**src/rtl/mem_port_arbiter.sv**
```systemverilog
`default_nettype none
// ============================================================================
//  Module   : mem_port_arbiter
//  Purpose  : Two-master to one-slave memory port arbiter. Round-robin
//             selection with lock-until-grant, in-order response routing
//             through a small owner-ID FIFO, and zero added latency on both
//             the request and the response paths.
//  Ports    : clk, rst                      clock, async active-high reset
//             m0_* / m1_*                   master request/response ports
//             s_*                           shared slave request/response
//             protocol_err_o                sticky: response with nothing owed
//  Revision : 1.0  initial release
// ============================================================================
module mem_port_arbiter #(
    parameter int DEPTH = 2
) (
    input  logic        clk,
    input  logic        rst,
    // master 0 (instruction side)
    input  logic        m0_req_i,
    input  logic        m0_we_i,
    input  logic [31:0] m0_addr_i,
    input  logic [31:0] m0_wdata_i,
    input  logic [3:0]  m0_be_i,
    output logic        m0_gnt_o,
    output logic        m0_rvalid_o,
    output logic        m0_err_o,
    output logic [31:0] m0_rdata_o,
    // master 1 (data side)
    input  logic        m1_req_i,
    input  logic        m1_we_i,
    input  logic [31:0] m1_addr_i,
    input  logic [31:0] m1_wdata_i,
    input  logic [3:0]  m1_be_i,
    output logic        m1_gnt_o,
    output logic        m1_rvalid_o,
    output logic        m1_err_o,
    output logic [31:0] m1_rdata_o,
    // shared slave
    output logic        s_req_o,
    output logic        s_we_o,
    output logic [31:0] s_addr_o,
    output logic [31:0] s_wdata_o,
    output logic [3:0]  s_be_o,
    input  logic        s_gnt_i,
    input  logic        s_rvalid_i,
    input  logic        s_err_i,
    input  logic [31:0] s_rdata_i,
    output logic        protocol_err_o
);

    localparam int c_PTR_W = (DEPTH > 1) ? $clog2(DEPTH) : 1;
    localparam int c_CNT_W = $clog2(DEPTH + 1);
    localparam logic [c_CNT_W-1:0] c_FULL = c_CNT_W'(DEPTH);
    localparam logic [c_PTR_W-1:0] c_LAST = c_PTR_W'(DEPTH - 1);

    logic               r_prio;
    logic               r_lock_valid;
    logic               r_lock_id;
    logic               r_protocol_err;
    logic               r_owner [DEPTH];
    logic [c_PTR_W-1:0] r_wr_ptr;
    logic [c_PTR_W-1:0] r_rd_ptr;
    logic [c_CNT_W-1:0] r_count;

    logic w_full;
    logic w_empty;
    logic w_sel_id;
    logic w_sel_valid;
    logic w_push;
    logic w_pop;
    logic w_head;

    assign w_full  = (r_count == c_FULL);
    assign w_empty = (r_count == '0);
    assign w_head  = r_owner[r_rd_ptr];

    // A locked master keeps the port only while it is still requesting; the
    // lock never overrides a master that has gone away.
    always_comb begin
        w_sel_id = 1'b0;
        if (r_lock_valid && (r_lock_id ? m1_req_i : m0_req_i)) begin
            w_sel_id = r_lock_id;
        end else if (m0_req_i && m1_req_i) begin
            w_sel_id = r_prio;
        end else begin
            w_sel_id = m1_req_i;
        end
    end

    // With the owner FIFO full nothing is offered to the slave, so a pop in
    // the same cycle cannot let a grant slip through.
    assign w_sel_valid = !w_full && (m0_req_i || m1_req_i);
    assign w_push      = w_sel_valid && s_gnt_i;
    assign w_pop       = s_rvalid_i && !w_empty;

    // request path: pure mux, no registers
    assign s_req_o   = w_sel_valid;
    assign s_we_o    = w_sel_id ? m1_we_i    : m0_we_i;
    assign s_addr_o  = w_sel_id ? m1_addr_i  : m0_addr_i;
    assign s_wdata_o = w_sel_id ? m1_wdata_i : m0_wdata_i;
    assign s_be_o    = w_sel_id ? m1_be_i    : m0_be_i;

    assign m0_gnt_o = w_push && !w_sel_id;
    assign m1_gnt_o = w_push &&  w_sel_id;

    // response path: routed by the oldest outstanding owner
    assign m0_rvalid_o = w_pop && !w_head;
    assign m1_rvalid_o = w_pop &&  w_head;
    assign m0_err_o    = m0_rvalid_o && s_err_i;
    assign m1_err_o    = m1_rvalid_o && s_err_i;
    assign m0_rdata_o  = s_rdata_i;
    assign m1_rdata_o  = s_rdata_i;

    assign protocol_err_o = r_protocol_err;

    // arbitration state
    always_ff @(posedge clk or posedge rst) begin
        if (rst) begin
            r_prio         <= 1'b0;
            r_lock_valid   <= 1'b0;
            r_lock_id      <= 1'b0;
            r_protocol_err <= 1'b0;
        end else begin
            if (w_push) begin
                r_prio <= ~w_sel_id;
            end
            // Lock is re-evaluated whenever a request is on the bus: set
            // while the slave stalls, released on the grant.
            if (w_sel_valid) begin
                r_lock_valid <= !s_gnt_i;
                r_lock_id    <= w_sel_id;
            end
            if (s_rvalid_i && w_empty) begin
                r_protocol_err <= 1'b1;
            end
        end
    end

    // owner FIFO
    always_ff @(posedge clk or posedge rst) begin
        if (rst) begin
            for (int i = 0; i < DEPTH; i++) begin
                r_owner[i] <= 1'b0;
            end
            r_wr_ptr <= '0;
            r_rd_ptr <= '0;
            r_count  <= '0;
        end else begin
            if (w_push) begin
                r_owner[r_wr_ptr] <= w_sel_id;
                r_wr_ptr          <= (r_wr_ptr == c_LAST) ? '0 : r_wr_ptr + 1'b1;
            end
            if (w_pop) begin
                r_rd_ptr <= (r_rd_ptr == c_LAST) ? '0 : r_rd_ptr + 1'b1;
            end
            case ({w_push, w_pop})
                2'b10:   r_count <= r_count + 1'b1;
                2'b01:   r_count <= r_count - 1'b1;
                default: r_count <= r_count;
            endcase
        end
    end

endmodule
`default_nettype wire

```
**config.mk**
```make
export PLATFORM = sky130hd
export DESIGN_NAME = mem_port_arbiter
export DESIGN_NICKNAME = d
export VERILOG_FILES = /design/src/rtl/mem_port_arbiter.sv
export SDC_FILE = /design/constraint.sdc
export NUM_CORES = 1
export LEC_CHECK = 0
export ABC_AREA = 1
export BUFFER_PORTS_ARGS = -buffer_cell sky130_fd_sc_hd__buf_2
export CORE_AREA = 2 2 125 127
export DETAILED_ROUTE_END_ITERATION = 8
export DIE_AREA = 0 0 127 129
export PLACE_DENSITY_LB_ADDON = 0.1
export SYNTH_ARGS = -nofsm -noshare
export SYNTH_HDL_FRONTEND = slang
export SYNTH_SLANG_ARGS = --single-unit
```
**constraint.sdc**
```tcl
create_clock -name clk -period 3.5 [get_ports clk]
set_input_delay 0.175 -clock clk [delete_from_list [all_inputs] [get_ports clk]]
set_output_delay 0.175 -clock clk [all_outputs]
set_load 0.01 [all_outputs]
```
---- Word level (Yosys, flattened, before mapping) ----
Cells that the tools add are included.
cells by class
  $add $sub $neg .......................... 4
  magnitude comparators ................... 3
  equal/unequal tests ..................... 3
  mux-type cells .......................... 16
  bitwise logic cells ..................... 3
  reduce and logical (&&, ||, !) cells .... 21
operators by type and width
  operator             number
  $mux 32              2
  $logic_and 1x1->1    13
  $mux 1               10
  $logic_not 1->1      5
  $eq 2x2->1 const B   2
  $ge 2x2->1 const B   2
  $mux 4               1
  $not 1->2            2
  $pmux 2 s2           1
  $add 1x1->1 const B  2
  $add 2x1->2 const B  1
  $bwmux 2             1
  $eq 2x1->1 const B   1
  $logic_not 2->1      1
  $lt 2x1->1 const B   1
  $reduce_bool 2->1    1
  $sub 2x1->2 const B  1
  $demux 1 s1          1
  $logic_or 1x1->1     1
  $not 1->1            1
storage, ports and cells
  flip-flop bits (word level) ............. 10
  input port bits ......................... 177
  output and inout port bits .............. 141
  logic and storage cells ................. 59

---- Depth between registers and ports, before layout ----
Gate-level depths: netlist of the first run.
  depth in word-level cells ............... 7
  depth in mapped cells ................... 7
  depth with buffers taken out ............ 7

---- Least setup slack after synthesis of the first run ----
No wires, ideal clock.
  path type ............................... register to register
  start point ............................. register r_count[0]
  end point ............................... register r_count[1]
  library setup time ...................... 0.121 ns
  data arrival time ....................... 1.418 ns
  required time ........................... 3.379 ns
  slack ................................... 1.961 ns
  stages on the path, launching flop included .. 7
  path buffers ............................ 0
  path through ............................ dfrtp_1 -> o21ai_1 -> inv_1 -> ha_1 -> a21oi_1 -> nand2_1 -> xor2_1
RTL lines
  item                                                    RTL line  RTL
  from (decl)                                             64        logic [c_CNT_W-1:0] r_count;
  from (signal assigned)                                  158       2'b10: r_count <= r_count + 1'b1;
  from (signal assigned)                                  159       2'b01: r_count <= r_count - 1'b1;
  from (signal assigned)                                  160       default: r_count <= r_count;
  $logic_not 2->1 *                                       75        assign w_empty = (r_count == '0);
  $logic_not 1->1 *                                       95        assign w_pop = s_rvalid_i && !w_empty;
  $logic_and 1x1->1 *                                     95
  named net w_pop                                         71        logic w_pop;
  $eq 2x1->1 / $eq 2x2->1 (equally long branches)         157       case ({w_push, w_pop})
  $pmux 2 s2 / $reduce_bool 2->1 (equally long branches)  --
Mark *: on every way through the listed nets, which the timed path passes. The rest lies on a longest branch.
A chain may end at the register's enable or synchronous reset.

---- Final worst setup path of the first run ----
  start point ............................. register r_lock_valid
  end point ............................... output port s_be_o[2]
on the way
  cells in the longest elaborated chain, start to end .. 3
RTL lines
  item                    RTL line  RTL
  from (decl)             58        logic r_lock_valid;
  from (signal assigned)  131       r_lock_valid <= !s_gnt_i;
  $logic_and 1x1->1       82        if (r_lock_valid && (r_lock_id ? m1_req_i : m0_req_i)) begin
  $mux 1                  82
  $mux 4                  102       assign s_be_o = w_sel_id ? m1_be_i : m0_be_i;
  to (decl)               44        output logic [3:0] s_be_o,
Every way passes these cells.

==> results.md, run 1 <==
- Post_cts resized: 0
- Min cycle time layout: 2.31 ns
- CP Launch Type: register
- Post-synthesis instance area: 1890 sq um
- Slowest CP cell: nor2_4
- Initial core utilization: 12.6%
- CORE AREA: 15,000 sq um
- Most used DFF post-synth: dfrtp_1
- RSZ-0062 raised after global routing: false
- Worst Path Required: 3.32 ns
- Most frequent cell after synthesis: nand2_1
- Outcome: completed
- # rows: 45
- Rel. slew slack: 43.4%
- Total power: 1.30 mW
- First-pass GRT wire length: 11,200 um
- Largest cells by area after synthesis: nand2_1, buf_4, dfrtp_1
- Sequence of cells on the critical path: nor2_1, nor2_1, nor2_4, buf_4, nand2_1, nand2_1, buf_2
- Slew @ Worst Pin: 0.847 ns
- Hold path startpoint: s_rvalid_i
- GP Congestion: 0.667
- Design area: 2790 sq um
- Layout area overhead: 47.8%
- Drt pass-1 iters: 4
- Final hold vios: 0
- Skew-Pair Late Insertion Delay: 0.23 ns
- Initial drt markers: 64
- Worst hold slack: 0.214 ns
- Die Wd: 127 um
- Fin Clk Skew: 0.00262 ns
- Sequential share of the synthesized area: 13.3%
- DRC viols: 0
- CTS Buf Count: 3
- Chip Height: 129 um
- Cell taking the most area after synthesis: nand2_1
- Nets@finish: 687
- DR vias/cell: 3.59
- Ports: 318
- DP HPWL: 6770 um
- Post-route setup slack: 1.19 ns
- Crit path arrival time: 2.13 ns
- Share of cells above drive strength 1: 46.1%
- Placed Instance Area: 2690 sq um
- Vias: 2,496
- Input/output buffers: 221
- Fin. max-slew vios: 0
- Final setup vio count: 0
- Global Route Usage Sum: 8.45%
- Post-Syn Instances: 356
- Max cap viols: 0
- Worst Hold Path EP: protocol_err_o
- Syn Nets: 534
- Pleak: 1.87 nW
- CP peak stage delay: 0.64 ns
- Pin count of the biggest net entering global routing: 37
- Peak supply drop: 0.228 mV
- CP Class: reg -> out
- Setup_tns: 0 ns
- Power per cell area: 467 nW/um^2
- Crit Path Max Fanout: 36
- Full die area: 16,400 sq um
- Post-CTS setup buffers: 0
- CTS Root Cell: clkbuf_16
- Yosys top cell area share: 45.2%
- Vias in the first global route: 2,182
- CP Capture Type: output pin
- H-tree depth: 1
- Avg WL per Cell: 11.6 um
- Crit share post-route: 65.9%
- Min-Delay Path Class: in -> reg
- GRT overflow: 0
- Fmax achieved: 433 MHz
- Worst R2R Path Depth: 6
- Yosys warns: 0
- CTS clk-pin slew, worst paths: 0.04 ns
- Async SR Flop Fraction: 100%
- Final ANT Viol Nets: 0
- Reg2Reg Launch Point: r_lock_valid
- CTS Buffer Depth: 2
- R2r endpoint: r_owner[1]
- Post-synth EDFFs: 0
- DP Worst Slack: 1.33 ns
- Synth unique cells: 20
- WHS Path Cells: 2
- Seq cells post-synth: 10
- Count of clock tree sinks: 10
- Drt total wl: 8090 um
- Synth cell count leaders: nand2_1, buf_4, inv_1
- Post-Syn Area per Cell: 5.30 sq um
- Inserted Diodes: 0
- R2R setup slack: 1.67 ns
- CTS tree: yes
- Initial antenna violation count: 0
==> timing repair <==
item / 4_1_cts / 5_1_grt
endpoints found under the setup margin: 0 / 0
hold buffers: 1 / 0
endpoints found under the hold margin: 10 / 0
==> cell usage in the layout, fill, tap and decap left out <==
master,instances
a31o_2,1
buf_4,4
nand3_2,1
nand2_1,227
nand2_2,1
nand4_1,2
clkbuf_8,1
or2_2,1
dlygate4sd3_1,1
xnor2_1,2
ha_1,1
inv_1,15
nand3_1,1
xor2_1,1
o21ai_1,1
clkbuf_16,3
nor2_1,7
a21oi_1,2
buf_2,221
nor3_1,2
nor2_4,1
dfrtp_1,10
o21ai_0,2
==> through the flow <==
| stage | util, % | cells |
|---|---|---|
| after floorplan | - | 356 |
| after global placement | 18.0 | 691 |
| after detailed placement | 18.0 | 691 |
| after CTS | 18.6 | 696 |
| after global routing | 18.6 | 696 |
| final | 18.6 | 696 |
==> registers in the layout (all words and copies together) (netlist names) <==
name            count
r_wr_ptr            1
protocol_err_o      1
r_lock_id           1
r_prio              1
r_lock_valid        1
r_rd_ptr            1
r_count             2
r_owner             2
==> worst max-delay path: cells and delay by family (launching register included) <==
| kind | cells | cell delay, ns |
|---|---|---|
| and+or+nand+nor | 5 | 0.99 |
| DFF | 1 | 0.39 |
| buffers and inverters | 2 | 0.52 |
==> routing by layer <==
layer / global-route usage (%) / share of wire (%) / up-vias
li1: - / - / 1298
met4: 0.388 / 0.35 / 0
met3: 2.70 / 10 / 5
met5: 0 / 0 / -
met1: 9.37 / 37 / 1039
met2: 16.5 / 52 / 154
==> cell type report <==
| type | instances | area [sq um] |
|---|---|---|
| Clock buffer | 4 | 88.8 |
| Fill cell | 1765 | 12200 |
| Sequential cell | 10 | 250 |
| Inverter | 15 | 56.3 |
| Timing Repair Buffer | 226 | 1150 |
| Tap cell | 188 | 235 |
| Multi-Input combinational cell | 253 | 1010 |
==> where the power goes <==
part           switching, mW  internal, mW  total, mW
Combinational          0.522         0.345      0.867
Clock                 0.0528         0.172      0.225
Sequential            0.0409         0.170      0.211
Total                  0.616         0.687       1.30
==> kinds of logic after synthesis <==
group | share of synthesized area [%]
AO/OA/AOI/OAI | 1.79
flip-flops | 13.3
AND/OR/NAND/NOR | 49.8
buffers and inverters | 33.1
XOR/XNOR | 1.39
adder cells (fa/ha/maj) | 0.663
==> worst max-delay path by stage <==
stage            startpoint       endpoint  slack, ns  depth (start not counted)
2_1_floorplan    r_count[0]     r_count[1]       1.96                          6
3_3_place_gp   r_lock_valid      s_be_o[2]       1.40                          7
3_5_place_dp   r_lock_valid      s_be_o[2]       1.33                          7
4_1_cts              r_prio      s_be_o[2]       1.07                          8
5_1_grt              r_prio  s_wdata_o[17]       0.94                          8
6_report       r_lock_valid      s_be_o[2]       1.19                          7
No activity file was read; power rests on OpenSTA's default activity.
==> run 2, diff against run 1 <==
==> constraint.sdc (replaced) <==
create_clock -name clk -period 2 [get_ports clk]
set_input_delay 0.1 -clock clk [delete_from_list [all_inputs] [get_ports clk]]
set_output_delay 0.1 -clock clk [all_outputs]
set_load 0.01 [all_outputs]
==> run 2 against run 1 <==
First-iteration DRC count rose by 20%; core utilization rose by 0.17 points; clock power rose by 76%; clock skew barely moved; flip-flop and latch count did not move; final cell count rose by 0.43%; power rose by 76%; worst hold slack got worse by 0.077 ns; combinational power rose by 76%; design area rose by 0.90%; die area did not move; critical path type unchanged; highest routed layer is now met5.
==> results.md, run 2 (same netlist as run 1, synthesis figures left out) <==
- Final ANT Viol Nets: 0 (unchanged)
- H-tree depth: 1 (unchanged)
- Drt total wl: 8100 um (was 8090 um)
- Initial antenna violation count: 3 (was 0)
- Worst path bufs/invs: 2 (unchanged)
- R2R setup slack: 0.42 ns (was 1.67 ns)
- Sequence of cells on the critical path: nand2_1, nand3_1, nand2_2, buf_4, nand2_1, nand2_1, buf_2 (was nor2_1, nor2_1, nor2_4, buf_4, nand2_1, nand2_1, buf_2)
- Fin. max-slew vios: 0 (unchanged)
- Final hold vios: 0 (unchanged)
- DRC viols: 0 (unchanged)
- Global Route Usage Sum: 8.74% (was 8.45%)
- CTS tree: yes (unchanged)
- Fmax achieved: 580 MHz
- Vias in the first global route: 2,262 (was 2,182)
- CORE AREA: 15,000 sq um (unchanged)
- CP Capture Type: output pin (unchanged)
- Avg WL per Cell: 11.6 um (about the same)
- Power per cell area: 815 nW/um^2 (was 467 nW/um^2)
- Min-Delay Path Class: in -> reg (unchanged)
- GRT overflow: 0 (unchanged)
- Final setup vio count: 0 (unchanged)
- Input/output buffers: 221 (unchanged)
- Worst R2R Path Depth: 7 (was 6)
- Regs by FF count: r_count (2), r_owner (2) (unchanged)
- CP Class: reg -> out (unchanged)
- Layout area overhead: 49.1% (was 47.8%)
- Pin count of the biggest net entering global routing: 52 (was 37)
- Worst Hold Path EP: protocol_err_o (unchanged)
- Share of cells above drive strength 1: 46.2% (was 46.1%)
- CP Launch Type: register (unchanged)
- WHS Path Cells: 2 (unchanged)
- DR vias/cell: 3.61 (was 3.59)
- Full die area: 16,400 sq um (unchanged)
- Commonest non-fill, non-tap cells in the layout: nand2_1, buf_2, inv_1 (unchanged)
- Drt pass-1 iters: 4 (unchanged)
- GR peak layer: met2 (unchanged)
- R2r endpoint: r_count[1] (was r_owner[1])
- Crit Path Max Fanout: 43 (was 36)
- Reg2Reg Launch Point: r_count[0] (was r_lock_valid)
- Worst hold slack: 0.137 ns (was 0.214 ns)
- Met3 Usage GRT: 3.41% (was 2.70%)
- Skew-Pair Late Insertion Delay: 0.24 ns (was 0.23 ns)
- Slowest CP cell: buf_4 (was nor2_4)
- Fin Clk Skew: 0.00230 ns (was 0.00262 ns)
- Post-CTS setup buffers: 0 (unchanged)
- DP HPWL: 6760 um (was 6770 um)
- Nets@finish: 688 (was 687)
- GP Congestion: 0.703 (was 0.667)
- RSZ-0062 raised after global routing: false (unchanged)
- Met1 usage: 9.09% (was 9.37%)
- Crit share post-route: 86.2%
- Die Wd: 127 um (unchanged)
- Pleak: 1.88 nW (was 1.87 nW)
- # fillers: 1,768 (was 1,765)
- Setup_tns: 0 ns (unchanged)
- Slew @ Worst Pin: 0.445 ns (was 0.847 ns)
- Most common cell after layout, fill and taps aside: nand2_1 (unchanged)
- Met2 Use GR: 17.1% (was 16.5%)
- Outcome: completed (unchanged)
- Max cap viols: 0 (unchanged)
- Ports: 318 (unchanged)
- Peak supply drop: 0.537 mV (was 0.228 mV)
- Rel. slew slack: 70.4% (was 43.4%)
- Post_cts resized: 0 (unchanged)
- Cell repeated most along the worst path: nand2_1
- CTS Root Cell: clkbuf_16 (unchanged)
- CTS Buffer Depth: 2 (unchanged)
- Crit path arrival time: 1.62 ns (was 2.13 ns)
- CTS clk-pin slew, worst paths: 0.04 ns (about the same)
- Hold buffer count at CTS: 1 (unchanged)
- Chip Height: 129 um (unchanged)
- Count of clock tree sinks: 10 (unchanged)
- Initial core utilization: 12.6% (unchanged)
- Worst Path Required: 1.90 ns (was 3.32 ns)
- First-pass GRT wire length: 11,500 um (was 11,200 um)
- Top cell family by delay on the critical path: buffers and inverters (was simple AND/OR/NAND/NOR gates)
- Vias: 2,525 (was 2,496)
- # rows: 45 (unchanged)
- Post-route setup slack: 0.275 ns (was 1.19 ns)
- CTS Buf Count: 3 (unchanged)
- CP peak stage delay: 0.39 ns (was 0.64 ns)
- Hold path startpoint: s_rvalid_i (unchanged)
- DP Worst Slack: 0.406 ns (was 1.33 ns)
- Min cycle time layout: 1.72 ns
- Initial drt markers: 77 (was 64)
==> run 2: layout make-up <==
cell class	count	area, sq um	area share, %
repair buffers	227	1170	41.4
multi-input cells	253	1010	36.0
flip-flops and latches	10	250	8.89
well taps	188	235	8.36
clock buffers	4	88.8	3.16
inverters	15	56.3	2.00
diodes	2	5.00	0.178
==> run 2: report_power, final <==
part | leakage, nW | total (mW) | switching (mW) | internal, mW
Combinational | 1.72 | 1.53 | 0.906 | 0.621
Sequential | 0.117 | 0.368 | 0.0701 | 0.298
Clock | 0.0442 | 0.397 | 0.0961 | 0.301
Total | 1.88 | 2.29 | 1.07 | 1.22
==> run 2: worst max path at each step <==
stage                 startpoint            to  slack, ns  depth (start not counted)
floorplan             r_count[0]    r_count[1]       0.46                          6
global placement      r_count[0]    r_count[1]       0.44                          7
detailed placement    r_count[0]    r_count[1]       0.41                          7
CTS                 r_lock_valid  s_addr_o[20]       0.25                          7
global route           r_lock_id  s_wdata_o[6]       0.09                          7
finish              r_lock_valid  s_addr_o[20]       0.28                          7
==> run 2: routing by layer <==
metal | part of all wire (%) | up-vias
met5 | 0.16 | -
met4 | 0.47 | 2
met3 | 12 | 9
met2 | 52 | 161
met1 | 36 | 1052
li1 | - | 1301
==> run 2: metrics by stage <==
step / total power, mW / cells / utilization (%) / instance area (sq um)
after CTS: 2.35 / 697 / 18.8 / 2810
after detailed placement: 1.94 / 692 / 18.1 / 2710
after global routing: 2.55 / 697 / 18.8 / 2810
after global placement: 1.95 / 692 / 18.1 / 2710
after floorplan: 1.42 / 356 / - / 1890
final: 2.29 / 699 / 18.8 / 2810
